**src/rtl/forward_unit_pipe.sv**
```systemverilog
// Operand forwarding unit for the register-read (RR) stage.
// Two tracking entries follow the instructions one (T1) and two (T2) stages
// ahead of RR. Each RR source operand is routed from the register file,
// from y_ex_mm (T1) or from datafrom_mm_wb (T2). A load sitting in T1 cannot
// be forwarded yet, so a dependent RR instruction is held for one cycle.
module forward_unit_pipe #(
  parameter int unsigned DATA_W = 32,
  parameter int unsigned NSRC   = 2,
  parameter int unsigned AW     = 5,
  parameter int unsigned CNT_W  = 16
) (
  input  logic                     clk,
  input  logic                     rst_n,
  input  logic                     id_valid,
  input  logic [NSRC*AW-1:0]       id_src_addr,
  input  logic [NSRC*DATA_W-1:0]   id_src_data,
  input  logic [AW-1:0]            id_dst_addr,
  input  logic                     id_wr_en,
  input  logic                     id_is_load,
  input  logic                     flush,
  input  logic [DATA_W-1:0]        y_ex_mm,
  input  logic [DATA_W-1:0]        datafrom_mm_wb,
  output logic [NSRC*DATA_W-1:0]   foutput,
  output logic [NSRC*2-1:0]        fwd_sel,
  output logic                     stall,
  output logic [CNT_W-1:0]         stall_count
);

  localparam logic [1:0] SelRf = 2'b00;
  localparam logic [1:0] SelT1 = 2'b01;
  localparam logic [1:0] SelT2 = 2'b10;

  // Tracking entry T1: instruction one stage ahead (result on y_ex_mm).
  logic          t1_valid_q, t1_valid_d;
  logic [AW-1:0] t1_dst_q,   t1_dst_d;
  logic          t1_wr_en_q, t1_wr_en_d;
  logic          t1_load_q,  t1_load_d;

  // Tracking entry T2: instruction two stages ahead (result on datafrom_mm_wb).
  logic          t2_valid_q, t2_valid_d;
  logic [AW-1:0] t2_dst_q,   t2_dst_d;
  logic          t2_wr_en_q, t2_wr_en_d;
  logic          t2_load_q,  t2_load_d;

  logic [CNT_W-1:0] cnt_q, cnt_d;

  logic [NSRC-1:0]   t1_hit;
  logic [NSRC-1:0]   t2_hit;
  logic [NSRC-1:0]   load_hit;
  logic [NSRC*2-1:0] base_sel;
  logic              stall_int;

  // Per-operand hazard detection and priority selection (r0 never forwards).
  always_comb begin
    t1_hit   = '0;
    t2_hit   = '0;
    load_hit = '0;
    base_sel = '0;
    for (int i = 0; i < int'(NSRC); i++) begin
      logic [AW-1:0] src;
      logic          src_nz;
      src       = id_src_addr[i*AW +: AW];
      src_nz    = (src != '0);
      t1_hit[i] = t1_valid_q & t1_wr_en_q & (t1_dst_q == src) & src_nz;
      t2_hit[i] = t2_valid_q & t2_wr_en_q & (t2_dst_q == src) & src_nz;
      // Load result does not exist yet while it sits in T1.
      load_hit[i] = t1_hit[i] & t1_load_q;
      if (!src_nz) begin
        base_sel[i*2 +: 2] = SelRf;
      end else if (t1_hit[i] && !t1_load_q) begin
        base_sel[i*2 +: 2] = SelT1;
      end else if (t2_hit[i]) begin
        base_sel[i*2 +: 2] = SelT2;
      end else begin
        base_sel[i*2 +: 2] = SelRf;
      end
    end
  end

  // Load-use stall; a flush squashes the RR instruction so it cannot stall.
  always_comb begin
    stall_int = id_valid & ~flush & (|load_hit);
  end

  // Final select and operand mux; load-dependent operands read regfile while held.
  always_comb begin
    fwd_sel = '0;
    foutput = '0;
    for (int i = 0; i < int'(NSRC); i++) begin
      if (stall_int && load_hit[i]) begin
        fwd_sel[i*2 +: 2] = SelRf;
      end else begin
        fwd_sel[i*2 +: 2] = base_sel[i*2 +: 2];
      end
      case (fwd_sel[i*2 +: 2])
        SelT1:   foutput[i*DATA_W +: DATA_W] = y_ex_mm;
        SelT2:   foutput[i*DATA_W +: DATA_W] = datafrom_mm_wb;
        default: foutput[i*DATA_W +: DATA_W] = id_src_data[i*DATA_W +: DATA_W];
      endcase
    end
  end

  // Pipeline advance: T1 always shifts into T2; T1 takes the RR instruction or a bubble.
  always_comb begin
    t2_valid_d = t1_valid_q;
    t2_dst_d   = t1_dst_q;
    t2_wr_en_d = t1_wr_en_q;
    t2_load_d  = t1_load_q;
    t1_valid_d = 1'b0;
    t1_dst_d   = '0;
    t1_wr_en_d = 1'b0;
    t1_load_d  = 1'b0;
    if (id_valid && !stall_int && !flush) begin
      t1_valid_d = 1'b1;
      t1_dst_d   = id_dst_addr;
      t1_wr_en_d = id_wr_en;
      t1_load_d  = id_is_load;
    end
  end

  // Saturating stall cycle counter.
  always_comb begin
    cnt_d = cnt_q;
    if (stall_int && (cnt_q != {CNT_W{1'b1}})) begin
      cnt_d = cnt_q + CNT_W'(1);
    end
  end

  // Tracking entry registers.
  always_ff @(posedge clk or negedge rst_n) begin
    if (!rst_n) begin
      t1_valid_q <= 1'b0;
      t1_dst_q   <= '0;
      t1_wr_en_q <= 1'b0;
      t1_load_q  <= 1'b0;
      t2_valid_q <= 1'b0;
      t2_dst_q   <= '0;
      t2_wr_en_q <= 1'b0;
      t2_load_q  <= 1'b0;
    end else begin
      t1_valid_q <= t1_valid_d;
      t1_dst_q   <= t1_dst_d;
      t1_wr_en_q <= t1_wr_en_d;
      t1_load_q  <= t1_load_d;
      t2_valid_q <= t2_valid_d;
      t2_dst_q   <= t2_dst_d;
      t2_wr_en_q <= t2_wr_en_d;
      t2_load_q  <= t2_load_d;
    end
  end

  // Stall counter register.
  always_ff @(posedge clk or negedge rst_n) begin
    if (!rst_n) begin
      cnt_q <= '0;
    end else begin
      cnt_q <= cnt_d;
    end
  end

  assign stall       = stall_int;
  assign stall_count = cnt_q;

endmodule

```
**config.mk**
```make
export PLATFORM = sky130hd
export DESIGN_NAME = forward_unit_pipe
export DESIGN_NICKNAME = d
export VERILOG_FILES = /design/src/rtl/forward_unit_pipe.sv
export SDC_FILE = /design/constraint.sdc
export NUM_CORES = 1
export LEC_CHECK = 0
export ABC_AREA = 0
export BUFFER_PORTS_ARGS = -buffer_cell sky130_fd_sc_hd__buf_2
export CAP_MARGIN = 20
export CORE_AREA = 2 2 90 92
export DETAILED_ROUTE_END_ITERATION = 7
export DIE_AREA = 0 0 92 94
export PLACE_DENSITY = 0.76
export RECOVER_POWER = 100
export SYNTH_ARGS = -nofsm -noshare
export SYNTH_HDL_FRONTEND = slang
export SYNTH_SLANG_ARGS = --single-unit
```
**constraint.sdc**
```tcl
create_clock -name clk -period 2.8 [get_ports clk]
set_input_delay 0.14 -clock clk [delete_from_list [all_inputs] [get_ports clk]]
set_output_delay 0.14 -clock clk [all_outputs]
set_load 0.02 [all_outputs]
```
* Yosys cells after proc, flatten, opt, wreduce, memory -nomap -nowiden
Index checks and enable logic that the tools add are counted.
** Storage, ports and cells
- Register bits after elaboration :: 31
- Input port bits :: 149
- Output and inout bits :: 85
- Word-level logic and storage cells :: 60
** Operators by class
- $add $sub $neg :: 1
- Eq/ne operators :: 9
- Muxes and demuxes :: 14
- Bitwise gates (word level) :: 15
- Reductions and logical operators :: 13
** Operator list (count)
- 32-bit case mux with 2 select lines :: 2
- 5-bit equality test :: 4
- 16-bit by 1-bit adder with 16-bit output, second input constant :: 1
- 2-bit 2-to-1 mux :: 8
- 16-bit inequality test, second input constant :: 1
- 1-bit bitwise AND :: 14
- 5-bit nonzero test :: 2
- 1-bit logical AND :: 7
- 5-bit 2-to-1 mux :: 1
- 2-bit by 1-bit equality test with 1-bit output, second input constant :: 2
- 2-bit equality test, second input constant :: 2
- 1-bit logical NOT :: 3
- 1-bit 2-to-1 mux :: 3
- 2-bit OR reduction :: 1
- 1-bit NOT :: 1

* Longest topological paths before layout
- Depth in word-level cells :: 10
- Depth in mapped cells :: 10
- Depth with buffers taken out :: 9

* Worst setup path after synthesis
OpenSTA, ideal clock, no wires.
- Path type :: register -> output
- From :: reg t1_dst_q[2]
- To :: out foutput[43]
- Arrival time :: 2655 ps
- Required time :: 2660 ps
- Path slack :: 5 ps
- Stages on the path, launching flop included :: 8
- Buffers on the path :: 1
- Cell sequence :: dfrtp_1 -> xor2_1 -> or4_4 -> nor2_1 -> ha_1 -> clkbuf_1 -> a22oi_1 -> o21ai_0
** On the way
- Longest elaborated chain between the ends :: 10
- Elaborated cells on any way between the ends :: 18
- Classes of those cells :: eq/ne: 4; mux: 4; bitwise: 7; reduce/logical: 3
** RTL lines
- start: declaration :: line 35 : logic [AW-1:0] t1_dst_q, t1_dst_d;
- start signal: assignment :: line 142 : t1_dst_q <= t1_dst_d;
- 5-bit equality test :: line 64 : t1_hit[i] = t1_valid_q & t1_wr_en_q & (t1_dst_q == src) & src_nz;
- 1-bit bitwise AND (2 in a row) :: line 64
- 1-bit bitwise AND :: line 67 : load_hit[i] = t1_hit[i] & t1_load_q;
- 2-bit OR reduction :: line 82 : stall_int = id_valid & ~flush & (|load_hit);
- 1-bit bitwise AND :: line 82
- 1-bit logical AND :: line 90 : if (stall_int && load_hit[i]) begin
- 2-bit 2-to-1 mux * :: line 90
- named net fwd_sel[2] :: line 24 : output logic [NSRC*2-1:0] fwd_sel,
- 2-bit equality test or 2-bit by 1-bit equality test with 1-bit output (tied branches) :: line 95 : case (fwd_sel[i*2 +: 2])
- 32-bit case mux with 2 select lines * :: line 95
- end: declaration :: line 23 : output logic [NSRC*DATA_W-1:0] foutput,
Mark *: on every way through the listed nets, which the timed path passes. The rest lies on a longest branch.

* Worst setup path in the final report
- From :: reg t1_dst_q[1]
- To :: out foutput[39]
** On the way
- Longest elaborated chain between the ends :: 10
- Elaborated cells on any way between the ends :: 18
- Classes of those cells :: eq/ne: 4; mux: 4; bitwise: 7; reduce/logical: 3
** RTL lines (line)
- 5-bit equality test :: 64
- 1-bit bitwise AND (2 in a row) :: 64
- 1-bit bitwise AND :: 67
- 2-bit OR reduction :: 82
- 1-bit bitwise AND :: 82
- 1-bit logical AND :: 90
- 2-bit 2-to-1 mux * :: 90
- 2-bit equality test or 2-bit by 1-bit equality test with 1-bit output (tied branches) :: 95
- 32-bit case mux with 2 select lines * :: 95
Mark *: on every way between the ends. The rest lies on a longest branch, timed or not.

==> flow_summary.json <==
{
  "initial_utilization_pct": 35.8,
  "vdd_ir_drop_max_mv": 0.366,
  "synth.distinct_cells": 28,
  "detail_route.wirelength_microns": 13100,
  "switching_power_mw": 0.375,
  "pwr_density_cell_nw_per_um2": 271,
  "design.portCount": 234,
  "hold_path_depth": 2,
  "met1_resource_use_gr_pct": 30.1,
  "grt.met3_usage_pct": 5.54,
  "cp_max_fo": 8,
  "layout_setup_ws_ns": -0.0139,
  "post_drt_via_cell_ratio": 5.52,
  "routed_wirelength_normalized_by_instance_count_microns": 18.2,
  "syn_area_per_cell_sq_um": 7.37,
  "finalClockSkew_ns": 0.00687,
  "max_slew_margin_pct": -9.83,
  "rsz0062_at_grt": "yes",
  "yosys_register_bits": 31,
  "critPathCaptureType": "output pin",
  "final.min_clock_period_ns": 2.81,
  "firstDrtPassIters": 5,
  "type_of_the_worst_setup_path": "register to output pin",
  "placement.io_buffers": 233,
  "synth_enable_flop_cells": 0,
  "postSynth.asyncResetShare_pct": 100,
  "combPwrFrac_pct": 28.6,
  "tritoncts_clock_tree": "done",
  "drv_slew": 32,
  "leak_nw": 2.31,
  "critical_path.reg2reg.endpoint": "stall_count[13]$_DFFE_PN0P_",
  "switching_share_of_power_pct": 29.1,
  "setup.worst_path.start_class": "register",
  "post_route_cells_drive_above_1_share_pct": 48.6,
  "clk_pin_slew_ns": 0.06,
  "dp_worst_setup_slack_ns": 0.0768,
  "grt_max_degree": 65,
  "yosys_most_used_dff": "sky130_fd_sc_hd__dfrtp_1",
  "final_cell_area_sq_um": 4750,
  "grt.total_usage_pct": 24.7,
  "post_route_total_power_mw": 1.29,
  "yosysWarningCount": 0,
  "min_from": "id_dst_addr[0]",
  "flow.area_growth_from_synthesis_pct": 74.5,
  "die-height_microns": 94,
  "placement_stage_cell_area_sq_um": 4000,
  "max_capacitance_violation_count": 1,
  "antenna_found_initial": 4,
  "timing.fmax_ghz": 0.355,
  "status": "complete, but fails checks",
  "grt_pass1_wl_microns": 17200,
  "detailedPlacementHpwl_microns": 9390,
  "synth_seq_area_share_pct": 28.5,
  "maximum_level_of_the_cts_h_tree": 2,
  "cts.path.max_buffers": 2,
  "failed_checks": "max-capacitance violations, max-slew violations, negative setup slack",
  "die_area_sq_um": 8650,
  "clk-insertion-delay-late_ns": 0.28,
  "global_route.overflow_total": 0,
  "layout_worst_path_cycle_share_pct": 100,
  "grt_busiest_layer": "met2",
  "detailroute.via_count": 3959,
  "cts_bufs_inserted": 5,
  "core_utilization_of_the_finished_layout_pct": 62.4,
  "numClockSinks": 31,
  "mappedNetlistNets": 523,
  "post_synth_inst_count": 369,
  "design.core.area_sq_um": 7610,
  "chipWidth_microns": 92,
  "cp_data_required_time_ns": 2.66,
  "hold_path_end": "t1_dst_q[0]$_DFF_PN0_",
  "worstHoldPathType": "input port to register",
  "seq_power_share_pct": 36.1,
  "grt_pass1_vias": 3495,
  "groute.layer.met2.usage_pct": 44.2,
  "gpl.final_weighted_congestion": 0.928,
  "remaining_drc_errors": 0,
  "power.internal_mw": 0.912,
  "reg2reg_slack_ns": 0.40,
  "critical_path_arrival_ns": 2.67,
  "power.clock.fraction_pct": 35.3,
  "layout.nets": 764,
  "worst-r2r-cell-count": 6,
  "layout.filler_cells": 709,
  "tightestPinTransition_ns": 1.65,
  "report.final.hold_viol_count": 0,
  "root_buffer": "sky130_fd_sc_hd__clkbuf_8",
  "detailedRoute.firstIterationViolations": 220,
  "reg2reg_from": "t1_dst_q[1]$_DFF_PN0_",
  "route.antenna.remaining_nets": 0,
  "total_setup_violations_reported_at_the_end_of_the_flow": 7,
  "post_syn_area_sq_um": 2720,
  "placementRows": 32
}
critical path, stage by stage, from the launching register on:
cell and delay, ns:
sky130_fd_sc_hd__dfrtp_1 0.41, sky130_fd_sc_hd__xnor2_1 0.14, sky130_fd_sc_hd__nand4_1 0.13, sky130_fd_sc_hd__or4_4 0.59
sky130_fd_sc_hd__nand2b_4 0.17, sky130_fd_sc_hd__nand3_4 0.09, sky130_fd_sc_hd__buf_6 0.10, sky130_fd_sc_hd__ha_4 0.23
sky130_fd_sc_hd__clkbuf_16 0.19, sky130_fd_sc_hd__o21ai_0 0.16, sky130_fd_sc_hd__buf_2 0.18
logic make-up after synthesis:
logic type | synth area share (%)
AO/OA/AOI/OAI | 30.6
multiplexers | 0.414
adder cells (fa/ha/maj) | 2.30
AND/OR/NAND/NOR | 22.3
buffers and inverters | 4.97
flip-flops | 28.5
XOR/XNOR | 10.9
power by group through the flow:
stage	clock network (mW)	registers [mW]	logic [mW]
after floorplan	0	0.471	0.132
after global placement	0	0.472	0.323
after detailed placement	0	0.472	0.325
after CTS	0.462	0.464	0.330
after global routing	0.477	0.465	0.396
final	0.454	0.464	0.368
synth_stat cells (all sizes together), types with 2 or more instances:
cell type | instances | area [sq um]
and2 | 7 | 43.8
nand2b | 4 | 25.0
nand3 | 9 | 45.0
nand4 | 4 | 25.0
inv | 7 | 26.3
clkbuf | 26 | 97.6
nand2 | 75 | 282
and3 | 2 | 12.5
dfrtp | 31 | 776
or4 | 2 | 18.8
a31oi | 2 | 12.5
a22oi | 64 | 480
xor2 | 24 | 210
nor3 | 8 | 55.1
o21ai | 64 | 320
xnor2 | 10 | 87.6
nor2 | 12 | 45.0
ha | 5 | 62.6
nor4 | 5 | 31.3
a21oi | 2 | 10.0
stage by stage:
step	TNS, ns	std cells	hold slack, ns
3_5_place_dp	0	686	0.210
6_report	-0.0354	717	0.0623
4_1_cts	0	697	0.0545
5_1_grt	-5.16	715	0.0679
2_1_floorplan	0	369	-0.156
3_3_place_gp	0	686	0.208
area by class of cell:
class / count / area (sq um) / area share [%]
Clock buffer: 6 / 82.6 / 1.74
Sequential cell: 31 / 776 / 16.3
Inverter: 7 / 26.3 / 0.554
Antenna cell: 4 / 10.0 / 0.211
Multi-Input combinational cell: 304 / 2070 / 43.7
Clock inverter: 2 / 35.0 / 0.738
Tap cell: 102 / 128 / 2.69
Timing Repair Buffer: 261 / 1620 / 34.1
sequential cells by signal, indices dropped and copies added, names as in the netlist:
signal       cells
t2_dst_q         5
t2_valid_q       1
stall_count     16
t1_valid_q       1
t1_wr_en_q       1
t1_dst_q         5
t1_load_q        1
t2_wr_en_q       1
metal layers:
metal | vias to the layer above | wire length [microns] | share of wire, %
li1 | 1819 | - | -
met1 | 1873 | 4820 | 37
met5 | - | 0 | 0
met3 | 26 | 1110 | 8.5
met2 | 241 | 6880 | 53
met4 | 0 | 269 | 2.1
worst max path at each step:
stage / start / endpoint / depth (start not counted)
2_1_floorplan: t1_dst_q[2]$_DFF_PN0_ / foutput[43] / 7
3_5_place_dp: id_src_addr[6] / foutput[45] / 12
6_report: t1_dst_q[1]$_DFF_PN0_ / foutput[39] / 10
3_3_place_gp: id_src_addr[6] / foutput[45] / 12
5_1_grt: t1_dst_q[1]$_DFF_PN0_ / foutput[46] / 11
4_1_cts: t1_dst_q[3]$_DFF_PN0_ / foutput[45] / 11
cell usage in the layout, fill, tap and decap left out, types with 7 or more instances in the layout:
cell type,n
sky130_fd_sc_hd__buf_4,29
sky130_fd_sc_hd__a22oi_1,45
sky130_fd_sc_hd__o21ai_0,37
sky130_fd_sc_hd__xor2_1,24
sky130_fd_sc_hd__nor2_1,10
sky130_fd_sc_hd__xnor2_1,9
sky130_fd_sc_hd__and2_1,7
sky130_fd_sc_hd__clkbuf_1,20
sky130_fd_sc_hd__nand3_1,8
sky130_fd_sc_hd__o21ai_1,19
sky130_fd_sc_hd__a22oi_2,19
sky130_fd_sc_hd__nand2_1,69
sky130_fd_sc_hd__buf_6,10
sky130_fd_sc_hd__buf_2,189
sky130_fd_sc_hd__dfrtp_1,31
what timing repair did:
| action | in CTS | in global routing |
|---|---|---|
| endpoints found under the setup margin | 47 | 61 |
| hold buffers | 1 | 0 |
| cloned | 0 | 8 |
| pin swaps | 1 | 8 |
| hold endpoints to repair | 31 | 0 |
| buffers inserted | 2 | 8 |
| gates resized for setup | 14 | 112 |
Power figures use the tool's default switching activity.
